**src/rtl/rcv_pkg.sv**
```systemverilog
// Shared types and helpers for the serial receiver.
package rcv_pkg;

  typedef enum logic [2:0] {
    IDLE,
    START_CHK,
    RECV,
    STOP_CHK,
    WAIT_IDLE
  } state_t;

  // Offset from the start edge to the middle of the start bit.
  function automatic int calc_half_bit(input int clks_per_bit);
    return clks_per_bit / 2;
  endfunction

endpackage

```
**src/rtl/flex_stp_sr.sv**
```systemverilog
// Serial-to-parallel shift register; direction selects which end the
// first received bit ends up at.
module flex_stp_sr #(
  parameter int NUM_BITS  = 8,
  parameter int SHIFT_MSB = 1
) (
  input  logic                clk,
  input  logic                n_rst,
  input  logic                shift_enable,
  input  logic                serial_in,
  output logic [NUM_BITS-1:0] parallel_out
);

  logic [NUM_BITS-1:0] sr_q;

  // Shift one bit in on each enable; '1 matches the idle line level.
  always_ff @(posedge clk or negedge n_rst) begin
    if (!n_rst) begin
      sr_q <= '1;
    end else if (shift_enable) begin
      if (SHIFT_MSB != 0) sr_q <= {sr_q[NUM_BITS-2:0], serial_in};
      else                sr_q <= {serial_in, sr_q[NUM_BITS-1:1]};
    end
  end

  assign parallel_out = sr_q;

endmodule

```
**src/rtl/serial_rcv_block.sv**
```systemverilog
// Idle-high serial receiver: synchronise, find the start edge, sample each
// bit mid-period, check the stop bit and hand the word over with a
// ready/read handshake plus overrun and framing flags.
module serial_rcv_block #(
  parameter int NUM_DATA_BITS = 8,
  parameter int CLKS_PER_BIT  = 10,
  parameter int SHIFT_MSB     = 1
) (
  input  logic                     clk,
  input  logic                     n_rst,
  input  logic                     serial_in,
  input  logic                     data_read,
  output logic [NUM_DATA_BITS-1:0] rx_data,
  output logic                     data_ready,
  output logic                     overrun_error,
  output logic                     framing_error
);
  import rcv_pkg::*;

  localparam int HALF_BIT = calc_half_bit(CLKS_PER_BIT);
  localparam int TMR_W    = $clog2(CLKS_PER_BIT) + 1;
  localparam int CNT_W    = $clog2(NUM_DATA_BITS) + 1;

  logic                     sync1_q, sync_q, prev_q;
  state_t                   state_q, state_d;
  logic [TMR_W-1:0]         timer_q, timer_d;
  logic [CNT_W-1:0]         bit_cnt_q, bit_cnt_d;
  logic                     start_edge, sample_pt;
  logic                     shift_en, load_good, bad_stop;
  logic [NUM_DATA_BITS-1:0] sr_out;
  logic [NUM_DATA_BITS-1:0] rx_data_q, rx_data_d;
  logic                     ready_q, ready_d;
  logic                     ovr_q, ovr_d;
  logic                     fe_q, fe_d;

  // Two-flop synchroniser followed by a previous-sample flop for edge detect.
  always_ff @(posedge clk or negedge n_rst) begin
    if (!n_rst) begin
      sync1_q <= 1'b1;
      sync_q  <= 1'b1;
      prev_q  <= 1'b1;
    end else begin
      sync1_q <= serial_in;
      sync_q  <= sync1_q;
      prev_q  <= sync_q;
    end
  end

  assign start_edge = (state_q == IDLE) && prev_q && !sync_q;

  // The start check lands mid start bit; later samples are one period apart.
  assign sample_pt = ((state_q == START_CHK) && (timer_q == TMR_W'(HALF_BIT - 1))) ||
                     (((state_q == RECV) || (state_q == STOP_CHK)) &&
                      (timer_q == TMR_W'(CLKS_PER_BIT - 1)));

  // State, timer and bit counter registers.
  always_ff @(posedge clk or negedge n_rst) begin
    if (!n_rst) begin
      state_q   <= IDLE;
      timer_q   <= '0;
      bit_cnt_q <= '0;
    end else begin
      state_q   <= state_d;
      timer_q   <= timer_d;
      bit_cnt_q <= bit_cnt_d;
    end
  end

  // Next-state logic; bit counter tracks data bits received in RECV.
  always_comb begin
    state_d   = state_q;
    bit_cnt_d = bit_cnt_q;
    case (state_q)
      IDLE:      if (start_edge) state_d = START_CHK;
      START_CHK: if (sample_pt) begin
                   if (sync_q) begin
                     state_d = IDLE;
                   end else begin
                     state_d   = RECV;
                     bit_cnt_d = '0;
                   end
                 end
      RECV:      if (sample_pt) begin
                   if (bit_cnt_q == CNT_W'(NUM_DATA_BITS - 1)) state_d = STOP_CHK;
                   else bit_cnt_d = bit_cnt_q + 1'b1;
                 end
      STOP_CHK:  if (sample_pt) state_d = sync_q ? IDLE : WAIT_IDLE;
      WAIT_IDLE: if (sync_q) state_d = IDLE;
      default:   state_d = IDLE;
    endcase
  end

  // Bit timer: parked at zero while idle, restarts at every sample point.
  always_comb begin
    timer_d = timer_q + 1'b1;
    if ((state_q == IDLE) || (state_q == WAIT_IDLE) || sample_pt) timer_d = '0;
  end

  // FSM output strobes for the datapath.
  always_comb begin
    shift_en  = (state_q == RECV) && sample_pt;
    load_good = (state_q == STOP_CHK) && sample_pt && sync_q;
    bad_stop  = (state_q == STOP_CHK) && sample_pt && !sync_q;
  end

  flex_stp_sr #(
    .NUM_BITS (NUM_DATA_BITS),
    .SHIFT_MSB(SHIFT_MSB)
  ) u_sr (
    .clk         (clk),
    .n_rst       (n_rst),
    .shift_enable(shift_en),
    .serial_in   (sync_q),
    .parallel_out(sr_out)
  );

  // Output word and flags; a read coincident with a load consumes the old word.
  always_comb begin
    rx_data_d = rx_data_q;
    ready_d   = ready_q;
    ovr_d     = ovr_q;
    fe_d      = fe_q;
    if (load_good) begin
      rx_data_d = sr_out;
      ready_d   = 1'b1;
      if (data_read)    ovr_d = 1'b0;
      else if (ready_q) ovr_d = 1'b1;
    end else if (data_read && ready_q) begin
      ready_d = 1'b0;
      ovr_d   = 1'b0;
    end
    if (start_edge)    fe_d = 1'b0;
    else if (bad_stop) fe_d = 1'b1;
  end

  // Output registers.
  always_ff @(posedge clk or negedge n_rst) begin
    if (!n_rst) begin
      rx_data_q <= '1;
      ready_q   <= 1'b0;
      ovr_q     <= 1'b0;
      fe_q      <= 1'b0;
    end else begin
      rx_data_q <= rx_data_d;
      ready_q   <= ready_d;
      ovr_q     <= ovr_d;
      fe_q      <= fe_d;
    end
  end

  assign rx_data       = rx_data_q;
  assign data_ready    = ready_q;
  assign overrun_error = ovr_q;
  assign framing_error = fe_q;

endmodule

```
**config.mk**
```make
export PLATFORM = sky130hd
export DESIGN_NAME = serial_rcv_block
export DESIGN_NICKNAME = d
export VERILOG_FILES = /design/src/rtl/rcv_pkg.sv /design/src/rtl/flex_stp_sr.sv /design/src/rtl/serial_rcv_block.sv
export SDC_FILE = /design/constraint.sdc
export NUM_CORES = 1
export LEC_CHECK = 0
export CORE_ASPECT_RATIO = 1.1
export CORE_MARGIN = 4
export CORE_UTILIZATION = 55
export DETAILED_ROUTE_END_ITERATION = 8
export PLACE_DENSITY = 0.8
export SLEW_MARGIN = 25
export SYNTH_ARGS = -nofsm -noshare
export SYNTH_HDL_FRONTEND = slang
export SYNTH_HIERARCHICAL = 1
export SYNTH_SLANG_ARGS = --single-unit
export TNS_END_PERCENT = 10
```
**constraint.sdc**
```tcl
create_clock -name clk -period 2.1 [get_ports clk]
set_input_delay 0.21 -clock clk [delete_from_list [all_inputs] [get_ports clk]]
set_output_delay 0.21 -clock clk [all_outputs]
set_load 0.01 [all_outputs]
```
---- After elaboration in Yosys (flattened, before gate mapping) ----
Cells that the tools add are included.
Widths: inputs -> output; s select.
storage, ports and cells
  latch bits .............................. 0
  logic and storage cells ................. 72
  output and inout bits ................... 11
  memories kept ........................... 0
  RAM bits ................................ 0
  register bits ........................... 34
  memory bits (read-only) ................. 0
cells by class
  reduce and logical (&&, ||, !) cells .... 21
  shift operators ......................... 0
  mux-type cells .......................... 22
  add/subtract/negate cells ............... 2
  bitwise logic cells ..................... 0
  $lt $le $gt $ge ......................... 0
  multiply operators ...................... 0
  div/mod/pow operators ................... 0
  equality and inequality tests ........... 16
operators with widths
  cell                 count
  $mux 3               7
  $mux 4               4
  $pmux 3 s5           1
  $ne 2x2->1 const B   7
  $logic_and 1x1->1    9
  $pmux 4 s2           1
  $mux 1               7
  $eq 3x2->1 const B   2
  $reduce_and 6->1     1
  $reduce_bool 2->1    3
  $add 5x1->5 const B  1
  $eq 5x3->1 const B   1
  $eq 5x4->1 const B   1
  $mux 5               1
  $reduce_and 5->1     1
  $add 4x1->4 const B  1
  $eq 4x3->1 const B   1
  $logic_or 1x1->1     4
  $eq 3x1->1 const B   1
  $eq 3x3->1 const B   1
  $logic_not 3->1      1
  $ne 3x2->1 const B   1
  $mux 2               1
  $ne 2x1->1 const B   1
  other kinds (2)      2

---- Depth between registers and ports, before layout ----
Gate-level depths: netlist of the first run.
  depth after elaboration ................. 8
  mapped depth ............................ 7

---- Hierarchy ----
The synthesis of the first run kept the hierarchy.
by module, submodules not included
  module            instances  area each (um^2)  cells an instance
  serial_rcv_block  1          1234.9            99
  flex_stp_sr       1          341.6             17

---- Worst setup path before layout of the first run ----
OpenSTA, ideal clock, no wires.
  path kind ............................... flip-flop to flip-flop
  from .................................... register state_q[2]
  to ...................................... register u_sr.sr_q[0] (netlist: u_sr/parallel_out[0])
  required time ........................... 2.018 ns
  arrival ................................. 1.476 ns
  setup slack ............................. 0.542 ns
  path buffers ............................ 1
  stages on the path, launching flop included .. 5
  library setup time ...................... 0.082 ns
  path through ............................ dfrtp_1 or3b_2 nor2_1 buf_6 mux2_4
on the way
  longest elaborated chain between the ends .. 5
RTL lines
  element                        line                                             RTL
  start: declaration             serial_rcv_block.sv:25                           state_t state_q, state_d;
  start signal: assignment       serial_rcv_block.sv:63                           state_q <= state_d;
  $eq 3x2->1 (on tied branches)  serial_rcv_block.sv:53, serial_rcv_block.sv:101
  $logic_or 1x1->1               serial_rcv_block.sv:53                           (((state_q == RECV) || (state_q == STOP_CHK)) &&
  $logic_and 1x1->1              serial_rcv_block.sv:53
  $logic_or 1x1->1               serial_rcv_block.sv:52                           assign sample_pt = ((state_q == START_CHK) && (timer_q == TMR_W'(HALF_BIT - 1))) ||
  $logic_and 1x1->1 *            serial_rcv_block.sv:101                          shift_en = (state_q == RECV) && sample_pt;
  named net shift_en             serial_rcv_block.sv:29                           logic shift_en, load_good, bad_stop;
  end signal: assignment         flex_stp_sr.sv:21                                if (SHIFT_MSB != 0) sr_q <= {sr_q[NUM_BITS-2:0], serial_in};
  end signal: assignment         flex_stp_sr.sv:22                                else sr_q <= {serial_in, sr_q[NUM_BITS-1:1]};
  end: declaration               flex_stp_sr.sv:14                                logic [NUM_BITS-1:0] sr_q;
Mark *: on every way through the listed nets, which the timed path passes. The rest lies on a longest branch.
A chain may end at the register's enable or synchronous reset.

---- Worst setup path in the final report of the first run ----
  from .................................... register timer_q[1]
  to ...................................... register rx_data_q[6] (netlist: rx_data[6])
on the way
  longest elaborated chain between the ends .. 5
RTL lines
  element                                          line                                            RTL
  start: declaration                               serial_rcv_block.sv:26                          logic [TMR_W-1:0] timer_q, timer_d;
  start signal: assignment                         serial_rcv_block.sv:64                          timer_q <= timer_d;
  $eq 5x3->1 / $eq 5x4->1 (equally long branches)  serial_rcv_block.sv:52, serial_rcv_block.sv:54
  $logic_and 1x1->1 (on tied branches)             serial_rcv_block.sv:52, serial_rcv_block.sv:53
  $logic_or 1x1->1 *                               serial_rcv_block.sv:52
  $logic_and 1x1->1 * (2 in series)                serial_rcv_block.sv:102                         load_good = (state_q == STOP_CHK) && sample_pt && sync_q;
  end signal: assignment                           serial_rcv_block.sv:144                         rx_data_q <= rx_data_d;
  end: declaration                                 serial_rcv_block.sv:31                          logic [NUM_DATA_BITS-1:0] rx_data_q, rx_data_d;
Every way passes the cells marked *; elsewhere a longest branch is shown, timed or not.

==> impl_metrics.py, run 1 <==
metrics = {
    "status": {
        "status": "complete, no violations",
    },
    "power": {
        "cellInternalPower_mw": 1.18,
        "p_comb_frac": 0.248,
        "power_density_nw_per_um2": 941,
        "p_clk_frac": 0.267,
        "seqPwrFrac": 0.484,
        "leakage_nw": 0.777,
        "irDropWorstVdd_mv": 0.610,
        "switching_share": 0.317,
        "switchingPower_mw": 0.549,
    },
    "finish": {
        "drive_gt1_frac": 0.377,
        "layout.nets": 145,
        "n_fill_cell": 204,
        "final_common_cell": "dfstp_2",
        "final_cells": 171,
        "antenna_cells": 0,
        "final_area_sq_um": 1840,
        "final_cell_mix": "dfstp_2 (19), dfrtp_1 (15), clkdlybuf4s50_1 (14), mux2_4 (9), mux2_2 (8)",
        "area_growth_pct": 16.8,
    },
    "floorplan": {
        "die_x_microns": 59.0,
        "rows": 20,
        "core_sq_um": 2750,
        "die_h_microns": 64.2,
        "io_pins": 15,
        "start_util": 0.573,
        "die_area_sq_um": 3790,
    },
    "yosys": {
        "ys.flop_type": "dfstp_2",
        "syn_avg_cell_area_sq_um": 13.6,
        "synth_edf_count": 0,
        "synthCells": 116,
        "yosysUniqueCellTypes": 37,
        "ys_seq_elements": 34,
        "ys_seq_area_frac": 0.555,
        "synthesis.area_sq_um": 1580,
        "synth_nets": 124,
        "synth_async_sr_flop_share": 1.00,
        "ys_warn_count": 6,
    },
    "timing": {
        "setup_viol": 0,
        "max_freq_mhz": 532,
        "rsz0062_at_grt": "no",
        "worstMarginPinSlew_ns": 0.424,
        "hold_violations": 0,
        "slew_headroom": 0.716,
        "fin_tns_setup_ns": 0,
        "drv_slew": 0,
        "layout_min_cycle_time_ns": 1.88,
        "finalCritPeriodShare": 0.896,
        "clock_skew_ns": 0.0121,
    },
    "route": {
        "wl_per_cell_microns": 16.7,
        "postRouteAntennaNets": 0,
        "dr_total_vias": 982,
        "drt_wl_total_microns": 2860,
        "vias_per_cell": 5.74,
        "initialDrtViolationCount": 23,
        "drc": 0,
        "first_pass_iters": 4,
    },
    "global_routing": {
        "top_usage_layer": "met2",
        "grt_first_pass_wirelength_microns": 4900,
        "grtUsageMet2": 0.287,
        "grt_use_met1": 0.205,
        "grt_pass1_vias": 1071,
        "antenna_found_initial": 0,
        "grt_util_met3": 0.0646,
        "grtUsageTotal": 0.175,
        "grt_max_degree": 35,
        "grt_overflow_total": 0,
    },
    "critical_path": {
        "crit_start": "timer_q[1]$_DFF_PN0_",
        "rrSetupSlack_ns": 0.22,
        "cp-end-kind": "flop",
        "cp-start-kind": "flop",
        "critPathKind": "flop to flop",
        "path_cells": "inv_1, ha_1, nand4bb_1, nor2_4, mux2_2",
        "crit_path_top_delay_cell": "dfrtp_1",
        "required_ns": 2.38,
        "cp-endpoint": "rx_data[6]$_DFFE_PN1P_",
        "ff2ff_path_depth": 5,
        "r2r-start": "timer_q[1]$_DFF_PN0_",
        "path_max_fanout": 9,
        "arrival_ns": 2.16,
        "rr_endpoint": "rx_data[6]$_DFFE_PN1P_",
        "cp_slowest_stage_delay_ns": 0.42,
    },
    "clock_tree": {
        "cts.path.max_buffers": 2,
        "clock_latency_ns": 0.34,
        "cts_tree": "done",
        "numCtsBuffers": 5,
        "postCtsSetupBuffers": 0,
        "htreeDepth": 2,
        "cts_hold_buf": 0,
        "clkSlewWorstSetupHoldPaths_ns": 0.11,
        "numClockSinks": 34,
        "cts-resized-gates": 0,
        "clockRootBuffer": "clkbuf_4",
    },
    "place": {
        "portBuffers": 14,
        "dpl-instance-area_sq_um": 1760,
        "place_hpwl_microns": 1960,
        "placed_cells": 163,
        "gp_congestion": 0.805,
    },
    "flow_run": {
        "drv_cap": 0,
    },
    "min_path": {
        "hold_path.class": "input port to async pin",
    },
}
through the flow:
step | total power, mW | worst slack (ns) | hold slack, ns | util
floorplan | 1.11 | 0.542 | -0.0856 | -
global placement | 1.23 | 0.352 | 0.349 | 0.640
detailed placement | 1.26 | 0.247 | 0.348 | 0.640
CTS | 1.74 | 0.195 | 0.248 | 0.668
global route | 1.85 | 0.101 | 0.262 | 0.669
finish | 1.73 | 0.219 | 0.258 | 0.669
final cells by class:
cell class | count | area [sq um] | area share
Multi-Input combinational cell | 72 | 659 | 0.358
Clock buffer | 5 | 37.5 | 0.0204
Inverter | 7 | 26.3 | 0.0143
Clock inverter | 3 | 40.0 | 0.0217
Timing Repair Buffer | 17 | 163 | 0.0883
Tap cell | 33 | 41.3 | 0.0224
Sequential cell | 34 | 875 | 0.475
layer usage:
| metal | vias up | wire length (microns) |
|---|---|---|
| met3 | 6 | 108 |
| met2 | 18 | 1470 |
| met4 | 0 | 49 |
| li1 | 466 | - |
| met1 | 492 | 1230 |
| met5 | - | 0 |
cells in the mapped netlist, types with 2 or more instances:
cell type,number,area share
o22ai_1,2,0.0079
mux2i_1,3,0.019
nand2_1,2,0.0048
ha_1,4,0.032
o31a_1,3,0.017
inv_1,7,0.017
xor2_1,3,0.017
a21oi_1,2,0.0063
a211oi_1,5,0.024
nor2b_1,3,0.012
mux2_2,8,0.057
dfrtp_1,15,0.24
nor2_1,4,0.0095
dfstp_2,19,0.32
nand4bb_1,2,0.014
o31ai_1,2,0.0095
nand3_1,3,0.0095
mux2_4,9,0.086
nand3b_1,2,0.0095
kinds of logic after synthesis:
logic type | synth area share
and+or+nand+nor | 0.106
adders and majority gates | 0.0317
xor gates and xnor gates | 0.0222
buffers and inverters | 0.0294
AOI/OAI and AO/OA | 0.0944
muxes | 0.162
DFF | 0.555
power groups by stage:
stage	combinational, mW	clock, mW	sequential [mW]
2_1_floorplan	0.282	0	0.831
3_5_place_dp	0.414	0	0.845
5_1_grt	0.488	0.514	0.852
3_3_place_gp	0.392	0	0.836
6_report	0.431	0.463	0.840
4_1_cts	0.427	0.481	0.836
registers in the layout (all words and copies together), names as in the netlist:
| register | count |
|---|---|
| sync1_q | 1 |
| timer_q | 5 |
| framing_error | 1 |
| u_sr/parallel_out | 8 |
| prev_q | 1 |
| state_q | 3 |
| rx_data | 8 |
| data_ready | 1 |
| bit_cnt_q | 4 |
| sync_q | 1 |
| overrun_error | 1 |
worst min path at each step:
| stage | cells past startpoint | end | slack, ns | startpoint |
|---|---|---|---|---|
| after floorplan | 0 | bit_cnt_q[0]$_DFFE_PN0P_ | -0.09 | n_rst |
| after global placement | 0 | sync_q$_DFF_PN1_ | 0.35 | sync1_q$_DFF_PN1_ |
| after detailed placement | 0 | sync_q$_DFF_PN1_ | 0.35 | sync1_q$_DFF_PN1_ |
| after CTS | 2 | state_q[1]$_DFFE_PN0P_ | 0.25 | n_rst |
| after global routing | 1 | sync1_q$_DFF_PN1_ | 0.26 | serial_in |
| final | 2 | state_q[2]$_DFFE_PN0P_ | 0.26 | n_rst |
critical path, delay by kind of cell (launching register included):
family | cells | cell delay (ns)
simple gates | 2 | 0.76
flops | 1 | 0.42
fa+ha+maj | 1 | 0.17
buf+inv | 1 | 0.09
mux | 1 | 0.38
(Power assumes the default switching activity.)
==> run 2: changes to the inputs <==
Settings changed: CELL_PAD_IN_SITES_DETAIL_PLACEMENT set to 1, CELL_PAD_IN_SITES_GLOBAL_PLACEMENT set to 1, CORE_MARGIN 4 to 1, CORE_UTILIZATION 55 to 46, MAX_ROUTING_LAYER set to met4, PLACE_DENSITY 0.8 to 0.81.
==> run 2 against run 1 <==
  * The flow now finishes with violations (DRC)
  * Global-route usage increased by 3.6 points
  * Total power decreased by 4.8%
  * Utilization decreased by 8.9 points
  * Flip-flop and latch count unchanged
  * Design area decreased by 0.68%
  * Clock power decreased by 18%
  * Routed wire length increased by 10%
  * Worst hold slack improved by 0.0044 ns
  * Critical endpoint unchanged
  * Largest power group unchanged
==> impl_metrics.py, run 2 (synthesis results as in run 1) <==
metrics = {
    "status": {
        "status": "complete, but fails checks",
        "violations": "DRC",
    },
    "critical_path": {
        "arrival_ns": 2.23,
        "path_cells": "inv_1, ha_1, nand4bb_1, nor2_4, mux2_2",
        "cp.depth": 5,
        "crit_path_top_delay_cell": "dfrtp_1",
        "critPathKind": "flop to flop",
        "cp-end-kind": "flop",
        "ff2ff_path_depth": 5,
        "required_ns": 2.37,
        "cp-start-kind": "flop",
        "cp_slowest_stage_delay_ns": 0.41,
        "timing.critical_path.buf_inv": 1,
        "cp_top_family": "simple AND/OR/NAND/NOR gates",
        "path_max_fanout": 9,
    },
    "power": {
        "leakage_nw": 0.774,
        "seqPwrFrac": 0.510,
        "irDropWorstVdd_mv": 0.450,
        "switching_share": 0.333,
        "cellInternalPower_mw": 1.10,
        "power_density_nw_per_um2": 902,
        "p_comb_frac": 0.261,
        "switchingPower_mw": 0.550,
        "power_mw": 1.65,
        "p_clk_frac": 0.229,
    },
    "place": {
        "portBuffers": 14,
        "place_hpwl_microns": 2200,
        "placed_cells": 165,
        "post-place-ws_ns": 0.196,
        "gp_congestion": 0.840,
    },
    "timing": {
        "worstMarginPinSlew_ns": 0.459,
        "hold_violations": 0,
        "finalCritPeriodShare": 0.931,
        "worst_slack_ns": 0.145,
        "fin_tns_setup_ns": 0,
        "rsz0062_at_grt": "no",
        "clock_skew_ns": 0.00511,
        "slew_headroom": 0.692,
        "drv_slew": 0,
        "layout_min_cycle_time_ns": 1.95,
        "max_freq_mhz": 512,
        "setup_viol": 0,
    },
    "global_routing": {
        "antenna_found_initial": 0,
        "grt_overflow_total": 0,
        "grt_max_degree": 35,
        "grt_pass1_vias": 1108,
        "grt_first_pass_wirelength_microns": 5560,
        "grtUsageTotal": 0.211,
    },
    "clock_tree": {
        "numCtsBuffers": 5,
        "clkSlewWorstSetupHoldPaths_ns": 0.10,
        "cts.path.max_buffers": 2,
        "postCtsSetupBuffers": 0,
        "htreeDepth": 2,
        "numClockSinks": 34,
        "clockRootBuffer": "clkbuf_4",
        "cts_tree": "done",
        "cts_hold_buf": 0,
        "clock_latency_ns": 0.34,
        "cts-resized-gates": 0,
    },
    "floorplan": {
        "core_sq_um": 3150,
        "die_h_microns": 63.4,
        "die_x_microns": 57.8,
        "start_util": 0.500,
        "rows": 21,
        "io_pins": 15,
        "die_area_sq_um": 3670,
    },
    "flow_run": {
        "drv_cap": 0,
    },
    "route": {
        "vias_per_cell": 5.77,
        "initialDrtViolationCount": 38,
        "first_pass_iters": 6,
        "drc": 1,
        "drt_wl_total_microns": 3150,
        "wl_per_cell_microns": 18.2,
        "dr_total_vias": 998,
        "postRouteAntennaNets": 0,
    },
    "min_path": {
        "hold_path.class": "input port to async pin",
    },
    "finish": {
        "multiInputGateArea_sq_um": 656,
        "final_cell_mix": "dfstp_2 (19), dfrtp_1 (15), clkdlybuf4s50_1 (14), mux2_4 (9), mux2_2 (8)",
        "final_cells": 173,
        "n_fill_cell": 324,
        "layout.nets": 146,
        "final_common_cell": "dfstp_2",
        "seq_area_sq_um": 875,
        "drive_gt1_frac": 0.367,
        "area_growth_pct": 16.0,
        "antenna_cells": 0,
    },
}
run 2: through the flow:
step,instance area [sq um],hold WS (ns),utilization
3_3_place_gp,1770,0.348,0.561
5_1_grt,1830,0.283,0.580
3_5_place_dp,1770,0.352,0.561
4_1_cts,1830,0.264,0.580
2_1_floorplan,1580,-0.0856,-
6_report,1830,0.262,0.580
run 2: power by group through the flow:
stage / Sequential, mW / Combinational (mW) / Clock (mW)
floorplan: 0.831 / 0.282 / 0
global placement: 0.836 / 0.400 / 0
detailed placement: 0.851 / 0.426 / 0
CTS: 0.840 / 0.436 / 0.394
global route: 0.857 / 0.480 / 0.423
finish: 0.842 / 0.431 / 0.378
run 2: path summary, 6_finish.rpt:
check	from	end	slack, ns
max	timer_q[1]$_DFF_PN0_	rx_data[6]$_DFFE_PN1P_	0.15
min	n_rst	data_ready$_DFFE_PN0P_	0.26
max reg2reg	timer_q[1]$_DFF_PN0_	rx_data[6]$_DFFE_PN1P_	0.15
min reg2reg	sync1_q$_DFF_PN1_	sync_q$_DFF_PN1_	0.37
max in group asynchronous	n_rst	sync1_q$_DFF_PN1_	1.51
min in group clk	serial_in	sync1_q$_DFF_PN1_	0.28
run 2: cell type report:
| cell class | count | share of cell area |
|---|---|---|
| clock buffers | 7 | 0.0301 |
| clock inverters | 1 | 0.00274 |
| inverters | 7 | 0.0144 |
| multi-input cells | 72 | 0.358 |
| flip-flops and latches | 34 | 0.478 |
| well taps | 34 | 0.0233 |
| repair buffers | 18 | 0.0930 |
run 2: routing by layer:
layer / routed length, microns / global-route usage / up-vias
met5: 0 / - / -
met4: 119 / 0.125 / 0
met3: 109 / 0.0452 / 14
met2: 1500 / 0.305 / 28
met1: 1410 / 0.271 / 489
li1: - / - / 467
==> run 3: changes to the inputs <==
Settings changed: CAP_MARGIN set to 25.
==> results of run 3 <==
No change in the layout: final DEF, timing and power equal those of run 2.
